`src/rtl/iscas_bist_pkg.sv`:
```
// Shared definitions for the iscas89 BIST harness.
// Holds the LFSR/MISR feedback polynomial, the controller state type and the
// single-step shift function used by both the pattern generator and the MISR.
package iscas_bist_pkg;

  localparam logic [31:0] POLY = 32'h8020_0003;

  typedef enum logic [1:0] {
    IDLE = 2'd0,
    INIT = 2'd1,
    RUN  = 2'd2,
    DONE = 2'd3
  } bist_state_t;

  // Right-shifting Galois step: the bit shifted out selects the feedback taps.
  function automatic logic [31:0] step(input logic [31:0] x);
    return (x >> 1) ^ (x[0] ? POLY : 32'h0);
  endfunction

endpackage

```
`src/rtl/bist_lfsr32.sv`:
```
// 32-bit Galois shift register with parallel fold-in.
// With par_in tied to zero it is a pseudo-random pattern generator; with
// par_in driven by a response vector it acts as a MISR compactor.
// Ports:
//   clk, rst_n  clock and asynchronous active-low reset (q returns to RST_VAL)
//   load        synchronous load of load_val (wins over en)
//   load_val    value loaded when load is high
//   en          advance one step and xor in par_in
//   par_in      parallel input folded in on each enabled step
//   q           current register value
module bist_lfsr32
  import iscas_bist_pkg::*;
#(
  parameter logic [31:0] RST_VAL = 32'h0
) (
  input  logic        clk,
  input  logic        rst_n,
  input  logic        load,
  input  logic [31:0] load_val,
  input  logic        en,
  input  logic [31:0] par_in,
  output logic [31:0] q
);

  logic [31:0] q_q;
  logic [31:0] q_d;

  always_comb begin
    q_d = q_q;
    if (load) begin
      q_d = load_val;
    end else if (en) begin
      q_d = step(q_q) ^ par_in;
    end
  end

  always_ff @(posedge clk or negedge rst_n) begin
    if (!rst_n) begin
      q_q <= RST_VAL;
    end else begin
      q_q <= q_d;
    end
  end

  assign q = q_q;

endmodule

```
`src/rtl/iscas_bist_ctrl.sv`:
```
// BIST controller wrapped around an iscas89 benchmark core.
// Drives pseudo-random vectors into the core, compacts every response into a
// 32-bit MISR and publishes the final signature with a one-cycle done pulse.
// Ports:
//   clk, rst_n   clock and asynchronous active-low reset
//   start        run request, honoured only in IDLE
//   num_vectors  vectors to apply, latched with start
//   dut_in       vector to the core (core-reset bit held high outside RUN)
//   dut_out      combinational core response to the current dut_in
//   busy         high during INIT and RUN
//   done         one-cycle pulse at the end of a run
//   signature    final MISR value, valid with done and held until next run ends
//
// state | meaning
// IDLE  | waiting for start, core held in reset
// INIT  | core reset held for INIT_CYC cycles, generator/MISR seeded
// RUN   | one vector applied and one response folded per cycle
// DONE  | done pulse, MISR copied into the signature register
module iscas_bist_ctrl
  import iscas_bist_pkg::*;
#(
  parameter int          IN_W     = 18,
  parameter int          OUT_W    = 19,
  parameter int          RST_BIT  = 17,
  parameter int          INIT_CYC = 2,
  parameter int          CNT_W    = 16,
  parameter logic [31:0] SEED     = 32'h0000_0001
) (
  input  logic             clk,
  input  logic             rst_n,
  input  logic             start,
  input  logic [CNT_W-1:0] num_vectors,
  output logic [IN_W-1:0]  dut_in,
  input  logic [OUT_W-1:0] dut_out,
  output logic             busy,
  output logic             done,
  output logic [31:0]      signature
);

  localparam int INIT_W = (INIT_CYC > 1) ? $clog2(INIT_CYC) : 1;
  localparam logic [IN_W-1:0] IDLE_VEC = IN_W'(1) << RST_BIT;

  bist_state_t state_q, state_d;

  logic [CNT_W-1:0]  count_q, count_d;
  logic [CNT_W-1:0]  vec_cnt_q, vec_cnt_d;
  logic [INIT_W-1:0] init_cnt_q, init_cnt_d;
  logic [31:0]       sig_q, sig_d;

  logic        accept;
  logic        run_en;
  logic [31:0] lfsr_q;
  logic [31:0] misr_q;

  // Generator bits above IN_W never reach the core.
  logic unused_lfsr_hi;
  assign unused_lfsr_hi = ^(lfsr_q >> IN_W);

  bist_lfsr32 #(.RST_VAL(SEED)) u_gen (
    .clk      (clk),
    .rst_n    (rst_n),
    .load     (accept),
    .load_val (SEED),
    .en       (run_en),
    .par_in   (32'h0),
    .q        (lfsr_q)
  );

  bist_lfsr32 #(.RST_VAL(32'h0)) u_misr (
    .clk      (clk),
    .rst_n    (rst_n),
    .load     (accept),
    .load_val (32'h0),
    .en       (run_en),
    .par_in   (32'(dut_out)),
    .q        (misr_q)
  );

  // State register and counters
  always_ff @(posedge clk or negedge rst_n) begin
    if (!rst_n) begin
      state_q    <= IDLE;
      count_q    <= '0;
      vec_cnt_q  <= '0;
      init_cnt_q <= '0;
      sig_q      <= '0;
    end else begin
      state_q    <= state_d;
      count_q    <= count_d;
      vec_cnt_q  <= vec_cnt_d;
      init_cnt_q <= init_cnt_d;
      sig_q      <= sig_d;
    end
  end

  // Next-state logic
  always_comb begin
    state_d = state_q;
    unique case (state_q)
      IDLE: if (start) state_d = INIT;
      INIT: begin
        if (init_cnt_q == '0) begin
          state_d = (count_q == '0) ? DONE : RUN;
        end
      end
      RUN:  if (vec_cnt_q == count_q - CNT_W'(1)) state_d = DONE;
      DONE: state_d = IDLE;
      default: state_d = IDLE;
    endcase
  end

  // Counter and signature updates
  always_comb begin
    count_d    = count_q;
    vec_cnt_d  = vec_cnt_q;
    init_cnt_d = init_cnt_q;
    sig_d      = sig_q;
    unique case (state_q)
      IDLE: begin
        if (start) begin
          count_d    = num_vectors;
          vec_cnt_d  = '0;
          init_cnt_d = INIT_W'(INIT_CYC - 1);
        end
      end
      INIT: begin
        if (init_cnt_q != '0) init_cnt_d = init_cnt_q - INIT_W'(1);
      end
      // Last run cycle leaves vec_cnt at count, which fits in CNT_W bits.
      RUN:  vec_cnt_d = vec_cnt_q + CNT_W'(1);
      DONE: sig_d = misr_q;
      default: ;
    endcase
  end

  // Outputs
  always_comb begin
    accept = (state_q == IDLE) && start;
    run_en = (state_q == RUN);
    busy   = (state_q == INIT) || (state_q == RUN);
    done   = (state_q == DONE);
    dut_in = IDLE_VEC;
    if (state_q == RUN) dut_in = lfsr_q[IN_W-1:0] & ~IDLE_VEC;
    // Present the fresh signature alongside the done pulse; the register
    // captures it on the same cycle and holds it afterwards.
    signature = done ? misr_q : sig_q;
  end

endmodule

```
`config.mk`:
```
export PLATFORM = sky130hd
export DESIGN_NAME = iscas_bist_ctrl
export DESIGN_NICKNAME = d
export VERILOG_FILES = /design/src/rtl/iscas_bist_pkg.sv /design/src/rtl/bist_lfsr32.sv /design/src/rtl/iscas_bist_ctrl.sv
export SDC_FILE = /design/constraint.sdc
export NUM_CORES = 1
export LEC_CHECK = 0
export ABC_AREA = 1
export BUFFER_PORTS_ARGS = -buffer_cell sky130_fd_sc_hd__buf_4
export CORE_MARGIN = 8
export CORE_UTILIZATION = 50
export DETAILED_ROUTE_END_ITERATION = 6
export GPL_ROUTABILITY_DRIVEN = 0
export PLACE_DENSITY_LB_ADDON = 0.05
export SETUP_SLACK_MARGIN = 0.1
export SYNTH_ARGS = -nofsm -noshare
export SYNTH_HDL_FRONTEND = slang
export SYNTH_SLANG_ARGS = --single-unit
```
`constraint.sdc`:
```
create_clock -name clk -period 1.9 [get_ports clk]
set_clock_uncertainty 0.05 [all_clocks]
set_input_delay 0.095 -clock clk [delete_from_list [all_inputs] [get_ports clk]]
set_output_delay 0.095 -clock clk [all_outputs]
set_load 0.02 [all_outputs]
```
Yosys cells after proc, flatten, opt, wreduce, memory -nomap -nowiden
Index checks and enable logic that the tools add are counted.
{ "totals": {"output_inout_bits": 52, "inputBits": 38, "word_cells": 49, "reg_bits": 131} }
{ "classes": {"n_bitwise": 3, "muxes": 18, "eq_ne": 7, "n_addsub": 3, "n_reduce_logical": 11} }
{ "op_table": {"columns": ["cell", "n"], "rows": [
  ["$mux 32", 7],
  ["$xor 31x32->32", 2],
  ["$pmux 16 s2", 1],
  ["$xor 32x19->32", 1],
  ["$mux 18", 1],
  ["$add 16x1->16 const B", 1],
  ["$eq 16x16->1", 1],
  ["$logic_not 16->1", 1],
  ["$mux 16", 1],
  ["$sub 16x1->16 const B", 1],
  ["$pmux 2 s4", 1],
  ["$mux 2", 3],
  ["$reduce_and 2->1", 3],
  ["$reduce_bool 2->1", 3],
  ["$eq 2x2->1 const B", 2],
  ["$ne 2x2->1 const B", 2],
  ["$mux 1", 3],
  ["$reduce_and 3->1", 1],
  ["$eq 2x1->1 const B", 1],
  ["$logic_not 2->1", 1],
  ["$ne 2x1->1 const B", 1],
  ["$pmux 1 s2", 1],
  ["$logic_and 1x1->1", 1],
  ["$logic_or 1x1->1", 1],
  ["$sub 1x1->1 const B", 1]
]} }

Depth between registers and ports, before layout
{ "depth": {"ltp_word": 5, "mapped_depth": 15, "ltp_nobuf": 15} }

Hierarchy
Synthesis repeated with hierarchy kept, for this count alone.
{ "unflattened": {"cells_unflattened": 770, "hier_area_um2": 6909.1} }
{ "modules_own_cells": {"columns": ["mod", "cells_per_inst", "seq_area_each_um2", "instances", "area_each_um2"], "rows": [
  ["iscas_bist_ctrl", 436, 1676.6, 1, 3614.7],
  ["bist_lfsr32 (u_gen)", 167, 802.0, 1, 1647.8],
  ["bist_lfsr32 (u_misr)", 167, 800.8, 1, 1646.6]
]} }

Worst setup path after synthesis
Ideal clock, no wire load.
{ "synth_path": {"kind": "reg2reg", "startpoint": "register state_q[0]", "endpoint": "register sig_q[10]", "slack_ns": -0.044, "path_buffers": 2, "setup_ns": 0.167, "t_required_ns": 1.683, "path_stages_with_launch": 6, "period_less_slack_ns": 1.944, "arrival_ns": 1.726, "path_cell_list": "dfrtp_1 ha_1 clkbuf_1 buf_1 nor2_1 a21oi_1"} }
{ "synth_via": {"elab_chain_len": 2} }
{ "synth_rtl": {"columns": ["item", "line", "source"], "rows": [
  ["start: declaration", "iscas_bist_ctrl.sv:43", "bist_state_t state_q, state_d;"],
  ["start signal: assignment", "iscas_bist_ctrl.sv:88", "state_q <= state_d;"],
  ["$eq 2x2->1", null, null],
  ["named net done", "iscas_bist_ctrl.sv:36", "output logic done,"],
  ["$mux 32", null, null],
  ["named net signature[10]", "iscas_bist_ctrl.sv:37", "output logic [31:0] signature"],
  ["end signal: assignment", "iscas_bist_ctrl.sv:92", "sig_q <= sig_d;"],
  ["end: declaration", "iscas_bist_ctrl.sv:48", "logic [31:0] sig_q, sig_d;"]
]} }
The timed path passes the listed nets, and every way through them passes these cells.
A chain may end at the register's enable or synchronous reset.

Final worst setup path
{ "layout_path": {"startpoint": "register count_q[6]", "endpoint": "register state_q[0]"} }
{ "layout_via": {"elab_chain_len": 4, "word_cells_on_any_way": 8, "cone_classes": "add/sub (1); eq/ne (2); mux (3); reduce/logical (2)"} }
{ "layout_rtl": {"columns": ["item", "line", "source"], "rows": [
  ["start: declaration", "iscas_bist_ctrl.sv:45", "logic [CNT_W-1:0] count_q, count_d;"],
  ["start signal: assignment", "iscas_bist_ctrl.sv:89", "count_q <= count_d;"],
  ["$sub 16x1->16 or $logic_not 16->1 (tied branches)", "iscas_bist_ctrl.sv:106, iscas_bist_ctrl.sv:103", null],
  ["$eq 16x16->1 or $mux 1 (tied branches)", "iscas_bist_ctrl.sv:106, iscas_bist_ctrl.sv:103", null],
  ["$ne 2x1->1 (no line) or $mux 2 (tied branches)", null, null],
  ["$reduce_and 3->1 (no line) or $pmux 2 s4 (tied branches)", null, null]
]} }
Parallel ways exist; a longest one is shown, timed or not. The select of a mux whose other input is x is not followed.

==> tab_implementation.tex <==
\begin{tabular}{lr}
\hline
Metric & Value \\
\hline
\multicolumn{2}{l}{\textbf{Worst hold path}} \\
Startpoint of the tightest hold check path & dut\_out[0] \\
Hold Crit Class & input pin to flip-flop \\
\multicolumn{2}{l}{\textbf{Power}} \\
Combinational share of power & 0.551 \\
Leakage power total & 4.49 nW \\
Sequential Power Share & 0.264 \\
Overall power & $\sim$17 mW \\
Worst voltage drop across the vdd grid & 1.20 mV \\
Pwr dens & $\sim$1800 mW/mm2 \\
Switching Power & 7.35 mW \\
Internal power of the cells & 10.1 mW \\
Switching power as a share of total power & 0.422 \\
Clock network fraction of total power & 0.185 \\
\multicolumn{2}{l}{\textbf{CTS}} \\
Maximum number of buffers from clock root to sink & 2 \\
CTS tree & done \\
Number of clock sinks seen by CTS & 131 \\
Clock latency on the worst-skew pair & roughly 0.42 ns \\
Clock root cell & sky130\_fd\_sc\_hd\_\_clkbuf\_16 \\
H-tree level count & 4 \\
Clk pin slew, worst setup/hold paths & $\sim$0.06 ns \\
Number of buffers created by CTS & 17 \\
\multicolumn{2}{l}{\textbf{Worst setup path}} \\
Critical path, cell by cell & nor2\_1, nand2\_1, nor2\_2, nand3\_1, nand3\_1, nand2\_1, nor2\_1, nand2\_1, o21ai\_2, nand2\_1, nand2\_1, nand2\_1 \\
Slowest library cell on the worst path & sky130\_fd\_sc\_hd\_\_dfrtp\_1 \\
Longest individual stage delay on the worst path & 0.46 ns \\
Critical Path RT & 2.15 ns \\
Reg-to-reg startpoint & count\_q[6]\$\_DFFE\_PN0P\_ \\
Type of the worst setup path & flip-flop to flip-flop \\
CP max FO & 4 \\
Delay-heaviest family, CP & simple AND/OR/NAND/NOR gates \\
Number of buffers and inverters on the critical path & 0 \\
Most frequent cell on the critical path & sky130\_fd\_sc\_hd\_\_nand2\_1 \\
Startpoint class of the critical path & flip-flop \\
Critical Path Source & count\_q[6]\$\_DFFE\_PN0P\_ \\
Kind of end point of the critical path & flip-flop \\
Arrival time of the worst setup path & about 2.3 ns \\
\multicolumn{2}{l}{\textbf{Outcome}} \\
Run status & complete, but fails checks \\
Violated checks & setup timing \\
\multicolumn{2}{l}{\textbf{Place}} \\
HPWL after DPL & 10,100 um \\
Place WS & -0.0813 ns \\
Buffers on Ports & 89 \\
Cell count after placement & approximately 950 \\
\multicolumn{2}{l}{\textbf{STA}} \\
Endpoints failing hold & 0 \\
Final setup margin & -0.124 ns \\
Final slew viol count & 0 \\
Setup repair after global routing missed its margin & yes \\
Final-report setup violation count & 37 \\
Worst-margin pin slew & between 0.4 and 0.5 ns \\
Setup tns final & -1.48 ns \\
Final period utilization & 1.07 \\
Final critical-path required period & 2.02 ns \\
Max Clk Rate & 0.494 GHz \\
Worst relative slew slack & 0.682 \\
\multicolumn{2}{l}{\textbf{Yosys}} \\
Number of flops mapped to enable cells by yosys & 0 \\
Post-synth top flop & sky130\_fd\_sc\_hd\_\_dfrtp\_1 \\
Count of warnings emitted by yosys & 0 \\
Total of flip-flops plus latches after synthesis & roughly 130 \\
Number of distinct library cells after synthesis & 33 \\
Synthesized Nets & around 750 \\
Post-synth design cell area & around 0.0060 mm2 \\
Average cell area after synthesis & 8.54 um2 \\
Synthesized instance count & between 700 and 800 \\
Share of async-settable or async-resettable flops after synthesis & 1.00 \\
Register area share after synthesis & 0.543 \\
\multicolumn{2}{l}{\textbf{Detailed routing}} \\
Number of detailed-routing iterations run before antenna repair & 5 \\
Number of design rule violations left after detail routing & 0 \\
Vias after detailed routing & 5,582 \\
Wirelength, routed & around 19,000 um \\
Per-cell routed wire length & around 18 um \\
Post-detailed-route count of antenna-violating nets & 0 \\
Average via count per standard cell & approximately 5.3 \\
Number of DRC violations after detailed-routing iteration 0 & between 300 and 400 \\
\multicolumn{2}{l}{\textbf{Run}} \\
Max Cap Violations & 0 \\
\multicolumn{2}{l}{\textbf{Finish}} \\
Multi-input combinational cell area & 0.00309 mm2 \\
Relative area change from synthesis to final layout & 58.5\% \\
Fraction of layout cells with a size suffix above 1 & 0.364 \\
Reg area & around 0.0033 mm2 \\
\# diodes & 0 \\
Count of nets after finishing & 930 \\
Filler Cells Inserted & 700 \\
Final instance count without filler cells & 1,045 \\
Fraction of the core area covered by cells at the end of the flow & 0.804 \\
\multicolumn{2}{l}{\textbf{Die}} \\
Initial core utilization & 0.507 \\
Floorplan die area & roughly 0.016 mm2 \\
Horizontal extent of the die & approximately 130 um \\
Number of rows created at floorplan & 40 \\
Die boundary height & 126 um \\
Core Footprint & about 0.012 mm2 \\
Top Ports & 90 \\
\multicolumn{2}{l}{\textbf{GRT}} \\
Pin count of the biggest net entering global routing & 44 \\
Leftover overflow at the end of global routing & 0 \\
First-pass GRT wire length & around 27,000 um \\
Antenna violations before repair & 0 \\
Via count of the first global-routing pass & about 5,500 \\
Combined global-route utilization of all metal layers & 0.211 \\
\hline
\end{tabular}
-- through the flow --
| stage | area (um2) | hold slack, ns |
|---|---|---|
| floorplan | 6150 | -0.251 |
| global placement | 7180 | 0.0323 |
| detailed placement | 7180 | 0.0348 |
| CTS | 8480 | 0.00984 |
| global route | 9570 | 0.0826 |
| finish | 9570 | 0.0785 |
-- flip-flops by register name, indices dropped and copies added (netlist names) --
signal and flops:
count_q 16, init_cnt_q 1, sig_q 32, state_q 2, u_gen.q 32, u_misr.q 32, vec_cnt_q 16
-- logic make-up (layout without fill, tap and decap cells) --
group | count (synthesis) | count (layout) | share of synthesized area
AO/OA/AOI/OAI | 140 | 140 | 0.127
AND/OR/NAND/NOR | 268 | 268 | 0.192
buffers and inverters | 132 | 323 | 0.0825
XOR/XNOR | 30 | 30 | 0.0435
adder cells (fa/ha/maj) | 6 | 6 | 0.0124
flip-flops | 131 | 131 | 0.543
-- cells in the final DEF, fill, tap and decap left out, types with 30 or more instances in the layout --
master / n
sky130_fd_sc_hd__a21oi_1: 31
sky130_fd_sc_hd__a21oi_4: 30
sky130_fd_sc_hd__buf_4: 69
sky130_fd_sc_hd__buf_6: 59
sky130_fd_sc_hd__dfrtp_1: 129
sky130_fd_sc_hd__dlygate4sd3_1: 34
sky130_fd_sc_hd__inv_1: 85
sky130_fd_sc_hd__nand2_1: 130
sky130_fd_sc_hd__nor2_4: 38
sky130_fd_sc_hd__o22ai_1: 40
-- synthesized netlist by cell type (5+ instances only) --
library cell	instances	area [um2]
sky130_fd_sc_hd__nor2_1	61	229
sky130_fd_sc_hd__clkbuf_1	21	78.8
sky130_fd_sc_hd__inv_1	103	387
sky130_fd_sc_hd__nand2_1	145	544
sky130_fd_sc_hd__a21oi_1	66	330
sky130_fd_sc_hd__nor3_1	5	25.0
sky130_fd_sc_hd__xnor2_1	27	236
sky130_fd_sc_hd__o22ai_1	43	269
sky130_fd_sc_hd__o21ai_0	24	120
sky130_fd_sc_hd__nand3_1	30	150
sky130_fd_sc_hd__dfrtp_1	130	3250
sky130_fd_sc_hd__ha_1	6	75.1
sky130_fd_sc_hd__nor2_2	11	68.8
-- routing by layer --
metal,routed length [um],GRT usage
met4,334,0.0778
met5,0,0
met3,984,0.0481
met1,7630,0.262
met2,10200,0.351
-- tightest hold or removal path, cell delays in order --
cell and delay (ns):
sky130_fd_sc_hd__buf_4 0.10, sky130_fd_sc_hd__a21oi_1 0.07, sky130_fd_sc_hd__o21ai_1 0.12, sky130_fd_sc_hd__a21oi_1 0.11
-- path summary, 6_finish.rpt --
path	end	slack, ns	depth (start not counted)
max	state_q[0]$_DFFE_PN0P_	-0.12	12
min	u_misr.q[0]$_DFFE_PN0P_	0.08	4
max reg2reg	state_q[0]$_DFFE_PN0P_	-0.12	12
min reg2reg	u_gen.q[30]$_DFFE_PN0P_	0.48	2
max in group asynchronous	u_gen.q[0]$_DFFE_PN1P_	1.06	3
min in group asynchronous	u_misr.q[16]$_DFFE_PN0P_	0.14	2
-- cell type report --
| cell class | instances | area share |
|---|---|---|
| timing repair inverter | 1 | 0.000784 |
| clock buffer | 23 | 0.0531 |
| tap | 147 | 0.0192 |
| clock inverter | 8 | 0.00771 |
| timing repair buffer | 185 | 0.211 |
| sequential | 131 | 0.343 |
| inverter | 106 | 0.0433 |
| multi-input combinational | 444 | 0.322 |
-- what timing repair did --
| item | 4_1_cts | 5_1_grt |
|---|---|---|
| pin swaps | 9 | 56 |
| gates cloned | 2 | 9 |
| hold endpoints to repair | 163 | 0 |
| hold buffers | 34 | 0 |
| setup buffers | 3 | 22 |
| resized for setup | 72 | 188 |
| setup endpoints to repair | 58 | 62 |
-- power by group through the flow --
stage | clock network, mW | registers (mW) | logic, mW
4_1_cts | 3.22 | 4.38 | 7.33
3_5_place_dp | 0 | 4.37 | 6.33
6_report | 3.22 | 4.60 | 9.61
3_3_place_gp | 0 | 4.34 | 6.23
2_1_floorplan | 0 | 4.23 | 4.15
5_1_grt | 3.36 | 4.68 | 10.2
(Power assumes the default switching activity.)
